<file path="config.mk">
export PLATFORM = sky130hd
export DESIGN_NAME = fetch_unit
export DESIGN_NICKNAME = d
export VERILOG_FILES = /design/src/rtl/fetch_unit.sv
export SDC_FILE = /design/constraint.sdc
export NUM_CORES = 1
export LEC_CHECK = 0
export BUFFER_PORTS_ARGS = -buffer_cell sky130_fd_sc_hd__clkbuf_2
export CORE_MARGIN = 4
export CORE_UTILIZATION = 55
export CTS_CLUSTER_DIAMETER = 80
export DETAILED_ROUTE_END_ITERATION = 6
export PLACE_DENSITY_LB_ADDON = 0.2
export SLEW_MARGIN = 20
export SYNTH_ARGS = -nofsm -noshare
export SYNTH_HDL_FRONTEND = slang
export SYNTH_SLANG_ARGS = --single-unit
</file>
<file path="constraint.sdc">
create_clock -name clock -period 8.6 [get_ports clock]
set_input_delay 1.29 -clock clock [delete_from_list [all_inputs] [get_ports clock]]
set_output_delay 1.29 -clock clock [all_outputs]
set_load 0.02 [all_outputs]
</file>
<file path="src/rtl/fetch_unit.sv">
// Instruction-fetch stage: owns the PC, reads the zero-latency icache and
// buffers {pc, instr} pairs in a small FIFO presented to decode via valid/ready.
module fetch_unit #(
    parameter logic [31:0] RESET_PC  = 32'h0000_0000,
    parameter int unsigned BUF_DEPTH = 2
) (
    input  logic        clock,
    input  logic        reset,
    output logic [31:0] icache_addr,
    input  logic [31:0] icache_instr,
    input  logic        redirect_valid,
    input  logic [31:0] redirect_pc,
    output logic        if_valid,
    input  logic        if_ready,
    output logic [31:0] if_instr,
    output logic [31:0] if_pc
);

    localparam int unsigned PTR_W = $clog2(BUF_DEPTH);
    localparam int unsigned CNT_W = PTR_W + 1;

    typedef struct packed {
        logic [31:0] pc;
        logic [31:0] instr;
    } fetch_entry_t;

    logic [31:0]  pc_q;
    logic [31:0]  pc_nxt;
    logic [PTR_W-1:0] wr_ptr, wr_nxt;
    logic [PTR_W-1:0] rd_ptr, rd_nxt;
    logic [CNT_W-1:0] count, cnt_nxt;
    fetch_entry_t fifo_q   [BUF_DEPTH];
    fetch_entry_t fifo_nxt [BUF_DEPTH];
    fetch_entry_t head_nxt;
    logic         pop;
    logic         push;
    logic         unused_low_bits;

    // Redirect targets are word aligned; the byte offset is dropped.
    assign unused_low_bits = ^redirect_pc[1:0];

    assign icache_addr = {2'b00, pc_q[31:2]};

    // A redirect swallows any handshake presented in the same cycle.
    assign pop  = if_valid & if_ready & ~redirect_valid;
    assign push = ~redirect_valid & ((count < CNT_W'(BUF_DEPTH)) | pop);

    always_comb begin
        pc_nxt   = pc_q;
        wr_nxt   = wr_ptr;
        rd_nxt   = rd_ptr;
        cnt_nxt  = count;
        fifo_nxt = fifo_q;
        if (redirect_valid) begin
            pc_nxt  = {redirect_pc[31:2], 2'b00};
            wr_nxt  = '0;
            rd_nxt  = '0;
            cnt_nxt = '0;
        end else begin
            if (push) begin
                fifo_nxt[wr_ptr] = '{pc: pc_q, instr: icache_instr};
                wr_nxt           = wr_ptr + PTR_W'(1);
                pc_nxt           = pc_q + 32'd4;
            end
            if (pop) begin
                rd_nxt = rd_ptr + PTR_W'(1);
            end
            cnt_nxt = count + CNT_W'(push) - CNT_W'(pop);
        end
        // Head registers show the next-cycle head, zeroed when the FIFO empties.
        head_nxt = (cnt_nxt == '0) ? '0 : fifo_nxt[rd_nxt];
    end

    always_ff @(posedge clock or negedge reset) begin
        if (!reset) begin
            pc_q     <= RESET_PC;
            wr_ptr   <= '0;
            rd_ptr   <= '0;
            count    <= '0;
            if_valid <= 1'b0;
            if_pc    <= '0;
            if_instr <= '0;
            for (int i = 0; i < int'(BUF_DEPTH); i++) begin
                fifo_q[i] <= '0;
            end
        end else begin
            pc_q     <= pc_nxt;
            wr_ptr   <= wr_nxt;
            rd_ptr   <= rd_nxt;
            count    <= cnt_nxt;
            fifo_q   <= fifo_nxt;
            if_valid <= (cnt_nxt != '0);
            if_pc    <= head_nxt.pc;
            if_instr <= head_nxt.instr;
        end
    end

endmodule

</file>
==> impl_metrics.prom, run 1 <==
# TYPE chip_impl_metric gauge
chip_impl_info{name="run_status",value="completed"} 1
chip_impl_info{name="worst_path_dominant_cell_family",value="buffers and inverters"} 1
chip_impl_metric{name="clk_transition_reported_paths",unit="ps"} 60
chip_impl_metric{name="final_cells",unit=""} 1180
chip_impl_metric{name="die-height",unit="µm"} 143
chip_impl_metric{name="initial_core_util",unit="%"} 55.8
chip_impl_metric{name="timing.final.max_slew_violations",unit=""} 0
chip_impl_metric{name="first_pass_iters",unit=""} 5
chip_impl_metric{name="first_iter_violations",unit=""} 526
chip_impl_metric{name="number_of_global_route_vias_before_repair",unit=""} 7296
chip_impl_metric{name="cts.repair_timing.setup_buffer_count",unit=""} 0
chip_impl_metric{name="synth_seq_area_share",unit="%"} 56.6
chip_impl_metric{name="yosys.area.top_type_share",unit="%"} 56.6
chip_impl_info{name="highest_layer",value="met4"} 1
chip_impl_metric{name="post-place-ws",unit="ps"} 3830
chip_impl_metric{name="timing.slew.headroom",unit="%"} 32.6
chip_impl_metric{name="critical_path_required",unit="ps"} 9050
chip_impl_metric{name="detail_route.vias_per_cell",unit=""} 6.24
chip_impl_metric{name="fp-row-count",unit=""} 49
chip_impl_metric{name="antenna_cells",unit=""} 0
chip_impl_metric{name="cts_hold_buf",unit=""} 0
chip_impl_metric{name="pnr_worst_setup_slack",unit="ps"} 4370
chip_impl_metric{name="max_cap_viol_count",unit=""} 0
chip_impl_metric{name="floorplan.die_area",unit="mm²"} 0.0205
chip_impl_metric{name="drc",unit=""} 0
chip_impl_metric{name="netlist_instances",unit=""} 814
chip_impl_info{name="crit_path_top_delay_cell",value="buf_4"} 1
chip_impl_info{name="worst_hold_path_type",value="reg2reg"} 1
chip_impl_metric{name="final_antenna_net_count",unit=""} 0
chip_impl_metric{name="synth-seq-cells",unit=""} 227
chip_impl_info{name="worst_setup_path_start_kind",value="input pin"} 1
chip_impl_metric{name="cts_buffer_depth",unit=""} 3
chip_impl_metric{name="reg2reg_setup_slack",unit="ps"} 4770
chip_impl_metric{name="worst_ep_arrival_time",unit="ps"} 4680
chip_impl_metric{name="power_density",unit="mW/mm²"} 368
chip_impl_info{name="synth_top_cell_by_area",value="dfrtp_1"} 1
chip_impl_metric{name="drive_gt1_share",unit="%"} 37.1
chip_impl_metric{name="met3_routed_wl",unit="mm"} 1.45
chip_impl_metric{name="critPathMaxFanout",unit=""} 41
chip_impl_metric{name="track_usage",unit="%"} 23.6
chip_impl_metric{name="drt_wl_cell",unit="µm"} 20.7
chip_impl_metric{name="worst_slew_pin_slew",unit="ps"} 1010
chip_impl_metric{name="hold_viol",unit=""} 0
chip_impl_metric{name="antenna_violations_before_repair",unit=""} 0
chip_impl_metric{name="skew",unit="ps"} 14.2
chip_impl_metric{name="timing.final.setup_violations",unit=""} 0
chip_impl_info{name="rsz0062_at_grt",value="no"} 1
chip_impl_metric{name="detailedPlacementHpwl",unit="mm"} 13.8
chip_impl_metric{name="postSynthAreaPerCell",unit="µm²"} 12.3
chip_impl_info{name="tritoncts_clock_tree",value="done"} 1
chip_impl_metric{name="cp_max_stage_delay",unit="ps"} 590
chip_impl_metric{name="design.core.area",unit="mm²"} 0.0180
chip_impl_metric{name="layout_worst_path_cycle_share",unit="%"} 49.2
chip_impl_metric{name="cts_made_buffers",unit=""} 24
chip_impl_metric{name="maxClockFrequency",unit="MHz"} 236
chip_impl_metric{name="cts.sink_count",unit=""} 227
chip_impl_metric{name="chipWidth",unit="µm"} 143
chip_impl_metric{name="cts_max_level",unit=""} 1
chip_impl_metric{name="met1_length",unit="mm"} 10.7
chip_impl_metric{name="vias",unit=""} 7365
chip_impl_metric{name="area_growth_syn_to_layout",unit="%"} 17.0
chip_impl_metric{name="grt_pass1_wl",unit="mm"} 39.0
chip_impl_info{name="path_cells",value="clkbuf_2 > nand3b_1 > inv_1 > ha_1 > inv_1 > ha_1 > xnor3_1 > nor2_4 > buf_4 > o221a_2"} 1
chip_impl_metric{name="post_cts.resized_instances",unit=""} 0
chip_impl_info{name="cts-root-buf",value="clkbuf_16"} 1
chip_impl_metric{name="pin_count_of_the_biggest_net_entering_global_routing",unit=""} 85
chip_impl_metric{name="ys_types",unit=""} 49
chip_impl_metric{name="fin_setup_tns",unit="ps"} 0
chip_impl_metric{name="fillers",unit=""} 1390
chip_impl_metric{name="detailed_route_wl",unit="mm"} 24.4
chip_impl_metric{name="gr-total-overflow",unit=""} 0
chip_impl_metric{name="synthesis.area",unit="mm²"} 0.0100
chip_impl_metric{name="post-route-min-period",unit="ps"} 4230
chip_impl_info{name="worst_setup_path_end_kind",value="flip-flop"} 1
chip_impl_metric{name="irDropWorstVdd",unit="V"} 0.000226
chip_impl_metric{name="synthesis.yosys.warnings",unit=""} 0
chip_impl_info{name="timing.setup.critical_path_class",value="in2reg"} 1
chip_impl_metric{name="worst_skew_pair.late_latency",unit="ps"} 510
chip_impl_metric{name="place.gp.congestion",unit=""} 0.761
chip_impl_metric{name="detailroute.wirelength.met2",unit="mm"} 11.8
chip_impl_info{name="post_synth_main_area_contributors",value="dfrtp_1 (57%), mux2_2 (7.0%), o221a_2 (7.0%), a211o_1 (5.5%), a21o_1 (4.7%)"} 1
chip_impl_metric{name="path_buf_inv",unit=""} 4
chip_impl_metric{name="nNetsFinal",unit=""} 1004
chip_impl_metric{name="placedCellCount",unit=""} 1136
chip_impl_metric{name="number_of_placed_i_o_pins",unit=""} 165
chip_impl_metric{name="io_buffer_count",unit=""} 160
chip_impl_metric{name="power_leakage",unit="nW"} 6.10
stage by stage:
step           total power [W]  hold slack [ps]  cell area (µm²)  utilization (%)
2_1_floorplan          0.00283              450            10000                -
3_3_place_gp           0.00324              459            10900             60.8
3_5_place_dp           0.00329              466            10900             60.8
4_1_cts                0.00435              480            11700             65.3
5_1_grt                0.00456              486            11700             65.3
6_report               0.00432              479            11700             65.3
report_power, final:
part / total [W] / internal [W] / switching [W]
clock: 0.00105 / 0.000628 / 0.000418
combinational: 0.00155 / 0.000698 / 0.000850
sequential: 0.00173 / 0.00151 / 0.000211
total: 0.00432 / 0.00284 / 0.00148
synth_stat cells (all sizes together):
master       count
dfrtp          227
and3            65
a211o           63
a21o            63
mux2            62
o221a           62
clkbuf          60
nor2            26
nand2           24
a31oi           18
or4             18
buf             16
o21ai           15
o31ai           15
nand3           13
inv             10
nand4            7
xnor2            7
a21oi            5
and2             4
nor2b            4
a211oi           3
ha               3
nand3b           3
or3              3
a21boi           2
a311o            2
xor2             2
a2111oi          1
a21bo            1
and3b            1
and4             1
conb             1
dlygate4sd1      1
dlygate4sd3      1
mux2i            1
nor3             1
or2              1
or3b             1
xnor3            1
layout make-up:
cell class	count	area [µm²]	area share (%)
well taps	229	287	2.44
clock buffers	35	743	6.33
flip-flops and latches	227	5680	48.4
clock inverters	9	70.1	0.597
repair buffers	170	886	7.55
inverters	10	37.5	0.320
multi-input cells	500	4030	34.4
placed cells by master, fill, tap and decap left out, types with 2 or more instances in the layout:
cell       Yosys  layout
nand3_1       13      13
xor2_1         2       2
buf_4          2      10
a211oi_1       3       3
inv_1         10       9
nand2_1       24      23
nor2_4         0       2
nor2b_1        4       3
and2_1         4       4
a211o_1       63      63
clkinv_2       0       8
a21boi_0       2       2
nand3b_1       3       3
clkbuf_16      0      25
o21ai_0       15      14
conb_1         1       2
nand4_1        5       5
o221a_2       62      62
o31ai_1       15      15
clkbuf_2       0     159
mux2_2        62      62
or3_1          2       2
a21o_1        63      63
dfrtp_1      227     227
nand4_4        2       2
or4_2          2       2
ha_1           3       3
a21oi_1        5       5
a31oi_1       18      18
or4_1         15      15
a311o_1        2       2
and3_1        64      63
xnor2_1        7       7
clkbuf_8       0       8
clkbuf_1      59       2
nor2_1        26      24
registers in the layout, summed over array words and instances, names as in the netlist:
| signal | count |
|---|---|
| pc_q | 30 |
| if_instr | 32 |
| rd_ptr | 1 |
| wr_ptr | 1 |
| if_pc | 32 |
| count | 2 |
| fifo_q | 128 |
| if_valid | 1 |
cell families after synthesis:
kind of cell,synth area share (%)
mux,7.06
fa+ha+maj,0.374
xor+xnor,1.01
simple gates,10.0
buf+inv,3.69
compound gates,21.2
flops,56.6
other cells,0.0374
per-layer routing:
| metal | up-vias | GRT usage, % |
|---|---|---|
| li1 | 3334 | - |
| met1 | 3776 | 33.7 |
| met2 | 222 | 38.8 |
| met3 | 33 | 3.88 |
| met4 | 0 | 4.70 |
| met5 | - | 0 |
final timing paths:
path	start	to	cells after the start
worst max-delay path	redirect_valid	if_instr[11]	10
worst min-delay path	fifo_q[70]	fifo_q[70]	1
max in group asynchronous	reset	pc_q[9]	2
min in group asynchronous	reset	pc_q[23]	1
worst max register to register	count[1]	if_instr[11]	10
worst min register to register	fifo_q[70]	fifo_q[70]	1
Power figures use the tool's default switching activity.
==> run 2, diff against run 1 <==
Clock period 8.6 ns to 4 ns, I/O delays scaled along.
==> run 2 against run 1 <==
Against the previous run:
- global-route usage decreased by 0.28 points
- setup slack got worse by 3200 ps
- clock-buffer cell count decreased by 1
- worst hold slack got worse by 430 ps
- cell area increased by 0.76%
- clock power increased by 110%
- sequential cell count unchanged
- die area unchanged
- critical path depth decreased by 1
- via count decreased by 1.2%
- register-to-register slack got worse by 3600 ps
- critical path type is now reg2reg
- largest power group unchanged
==> impl_metrics.prom, run 2 (synthesis gave the netlist of run 1 again) <==
# TYPE chip_impl_metric gauge
chip_impl_info{name="run_status",value="completed"} 1
chip_impl_metric{name="number_of_global_route_vias_before_repair",unit=""} 7364
chip_impl_metric{name="chipWidth",unit="µm"} 143
chip_impl_metric{name="place.gp.congestion",unit=""} 0.792
chip_impl_info{name="worst_setup_path_end_kind",value="flip-flop"} 1
chip_impl_metric{name="cts_hold_buf",unit=""} 0
chip_impl_metric{name="cts_max_level",unit=""} 1
chip_impl_metric{name="cts.repair_timing.setup_buffer_count",unit=""} 0
chip_impl_metric{name="netSwitchingFraction",unit="%"} 33.8
chip_impl_metric{name="post_dp_cell_area",unit="mm²"} 0.0110
chip_impl_info{name="worst_setup_path_start_kind",value="flip-flop"} 1
chip_impl_info{name="tritoncts_clock_tree",value="done"} 1
chip_impl_metric{name="clockPowerShare",unit="%"} 23.7
chip_impl_info{name="worst_hold_path_type",value="in2async"} 1
chip_impl_metric{name="final_total_power",unit="W"} 0.00930
chip_impl_metric{name="clk_transition_reported_paths",unit="ps"} 60
chip_impl_metric{name="nNetsFinal",unit=""} 1010
chip_impl_metric{name="cp_max_stage_delay",unit="ps"} 540
chip_impl_metric{name="final_antenna_net_count",unit=""} 0
chip_impl_metric{name="worst_skew_pair.late_latency",unit="ps"} 510
chip_impl_metric{name="largest_register_ffs",unit=""} 128
chip_impl_metric{name="floorplan.die_area",unit="mm²"} 0.0205
chip_impl_metric{name="r2r.worst_path.cells",unit=""} 9
chip_impl_metric{name="irDropWorstVdd",unit="V"} 0.000446
chip_impl_metric{name="pin_count_of_the_biggest_net_entering_global_routing",unit=""} 98
chip_impl_metric{name="drc",unit=""} 0
chip_impl_metric{name="grt_pass1_wl",unit="mm"} 38.8
chip_impl_metric{name="cts_buffer_depth",unit=""} 3
chip_impl_metric{name="gr-total-overflow",unit=""} 0
chip_impl_metric{name="pnr_worst_setup_slack",unit="ps"} 1130
chip_impl_metric{name="sequentialPowerShare",unit="%"} 39.8
chip_impl_metric{name="layout_worst_path_cycle_share",unit="%"} 71.8
chip_impl_metric{name="drt_wl_cell",unit="µm"} 20.2
chip_impl_metric{name="post-route-util",unit="%"} 65.8
chip_impl_metric{name="area_growth_syn_to_layout",unit="%"} 17.9
chip_impl_metric{name="drive_gt1_share",unit="%"} 37.0
chip_impl_info{name="cpMostUsedCell",value="ha_1"} 1
chip_impl_metric{name="cts_made_buffers",unit=""} 24
chip_impl_info{name="cts-root-buf",value="clkbuf_16"} 1
chip_impl_info{name="final_common_cell",value="dfrtp_1"} 1
chip_impl_metric{name="critPathMaxFanout",unit=""} 20
chip_impl_metric{name="vias",unit=""} 7273
chip_impl_metric{name="fp-row-count",unit=""} 49
chip_impl_metric{name="initial_core_util",unit="%"} 55.8
chip_impl_metric{name="timing.final.max_slew_violations",unit=""} 0
chip_impl_metric{name="detailedPlacementHpwl",unit="mm"} 14.2
chip_impl_metric{name="worst_ep_arrival_time",unit="ps"} 3310
chip_impl_info{name="largest-register",value="fifo_q"} 1
chip_impl_metric{name="combinationalPowerShare",unit="%"} 36.5
chip_impl_metric{name="power_leakage",unit="nW"} 6.13
chip_impl_metric{name="seqCellArea",unit="mm²"} 0.00568
chip_impl_metric{name="fin_area",unit="mm²"} 0.0118
chip_impl_metric{name="post-route-min-period",unit="ps"} 2870
chip_impl_metric{name="timing.slew.headroom",unit="%"} 45.1
chip_impl_info{name="crit_path_top_delay_cell",value="nor2_4"} 1
chip_impl_metric{name="post_cts.resized_instances",unit=""} 0
chip_impl_info{name="layout_common_cells",value="dfrtp_1 (227), clkbuf_2 (159), and3_1 (63), a21o_1 (63), a211o_1 (63)"} 1
chip_impl_metric{name="design.core.area",unit="mm²"} 0.0180
chip_impl_metric{name="power_density",unit="mW/mm²"} 786
chip_impl_info{name="top_regs",value="fifo_q (128), if_instr (32), if_pc (32)"} 1
chip_impl_metric{name="fin_setup_tns",unit="ps"} 0
chip_impl_metric{name="multi_input_area",unit="mm²"} 0.00403
chip_impl_metric{name="number_of_placed_i_o_pins",unit=""} 165
chip_impl_metric{name="die-height",unit="µm"} 143
chip_impl_metric{name="hold_viol",unit=""} 0
chip_impl_metric{name="cts.sink_count",unit=""} 227
chip_impl_metric{name="io_buffer_count",unit=""} 160
chip_impl_metric{name="antenna_violations_before_repair",unit=""} 1
chip_impl_metric{name="power.net_switching",unit="W"} 0.00314
chip_impl_metric{name="critical_path_required",unit="ps"} 4430
chip_impl_info{name="path_cells",value="a21bo_2 > nand2_1 > ha_1 > inv_1 > ha_1 > xnor3_1 > nor2_4 > buf_4 > o221a_2"} 1
chip_impl_info{name="rsz0062_at_grt",value="no"} 1
chip_impl_metric{name="detail_route.vias_per_cell",unit=""} 6.15
chip_impl_metric{name="max_cap_viol_count",unit=""} 0
chip_impl_metric{name="power.internal",unit="W"} 0.00616
chip_impl_metric{name="first_pass_iters",unit=""} 5
chip_impl_metric{name="worst_slew_pin_slew",unit="ps"} 822
chip_impl_metric{name="fillers",unit=""} 1389
chip_impl_metric{name="detailed_route_wl",unit="mm"} 23.9
chip_impl_metric{name="track_usage",unit="%"} 23.4
chip_impl_metric{name="timing.final.setup_violations",unit=""} 0
chip_impl_metric{name="skew",unit="ps"} 14.7
chip_impl_metric{name="first_iter_violations",unit=""} 442
chip_impl_metric{name="maxClockFrequency",unit="MHz"} 348
chip_impl_metric{name="post-place-ws",unit="ps"} 888
chip_impl_info{name="timing.setup.critical_path_class",value="reg2reg"} 1
## run 2: metal layers
layer	routed length, µm	vias up	global-route usage, %
li1	-	3337	-
met1	10400	3703	32.6
met2	11600	201	38.5
met3	1420	32	4.29
met4	400	0	5.30
met5	0	-	0
## run 2: critical path, delay by kind of cell (launching register included)
| family | cells | cell delay [ps] |
|---|---|---|
| compound gates | 2 | 490 |
| xor+xnor | 1 | 370 |
| fa+ha+maj | 2 | 450 |
| buf+inv | 2 | 370 |
| flops | 1 | 530 |
| simple gates | 2 | 600 |
## run 2: power groups by stage
stage	combinational (W)	clock [W]	sequential, W
after global placement	0.00333	0	0.00370
after detailed placement	0.00340	0	0.00373
after CTS	0.00342	0.00226	0.00370
after floorplan	0.00205	0	0.00403
final	0.00339	0.00221	0.00370
after global routing	0.00367	0.00235	0.00381
## run 2: worst paths after layout
check	startpoint	end	slack [ps]
max	count[1]	if_instr[17]	1130
min	reset	pc_q[25]	50
max reg2reg	count[1]	if_instr[17]	1130
min reg2reg	fifo_q[103]	fifo_q[103]	480
max in group asynchronous	reset	fifo_q[107]	2890
min in group clock	redirect_pc[6]	pc_q[6]	320
## run 2: cell type report
class / count / share of cell area, %
sequential: 227 / 48.0
multi-input combinational: 500 / 34.1
timing repair buffer: 176 / 8.40
clock buffer: 34 / 6.00
tap: 229 / 2.42
clock inverter: 6 / 0.698
inverter: 10 / 0.317
antenna: 1 / 0.0212
## run 2: stage by stage
step                      hold slack [ps]  cells
after global routing                  103   1183
after CTS                            87.5   1182
after global placement                459   1142
after floorplan                       304    815
final                                53.1   1183
after detailed placement              466   1142
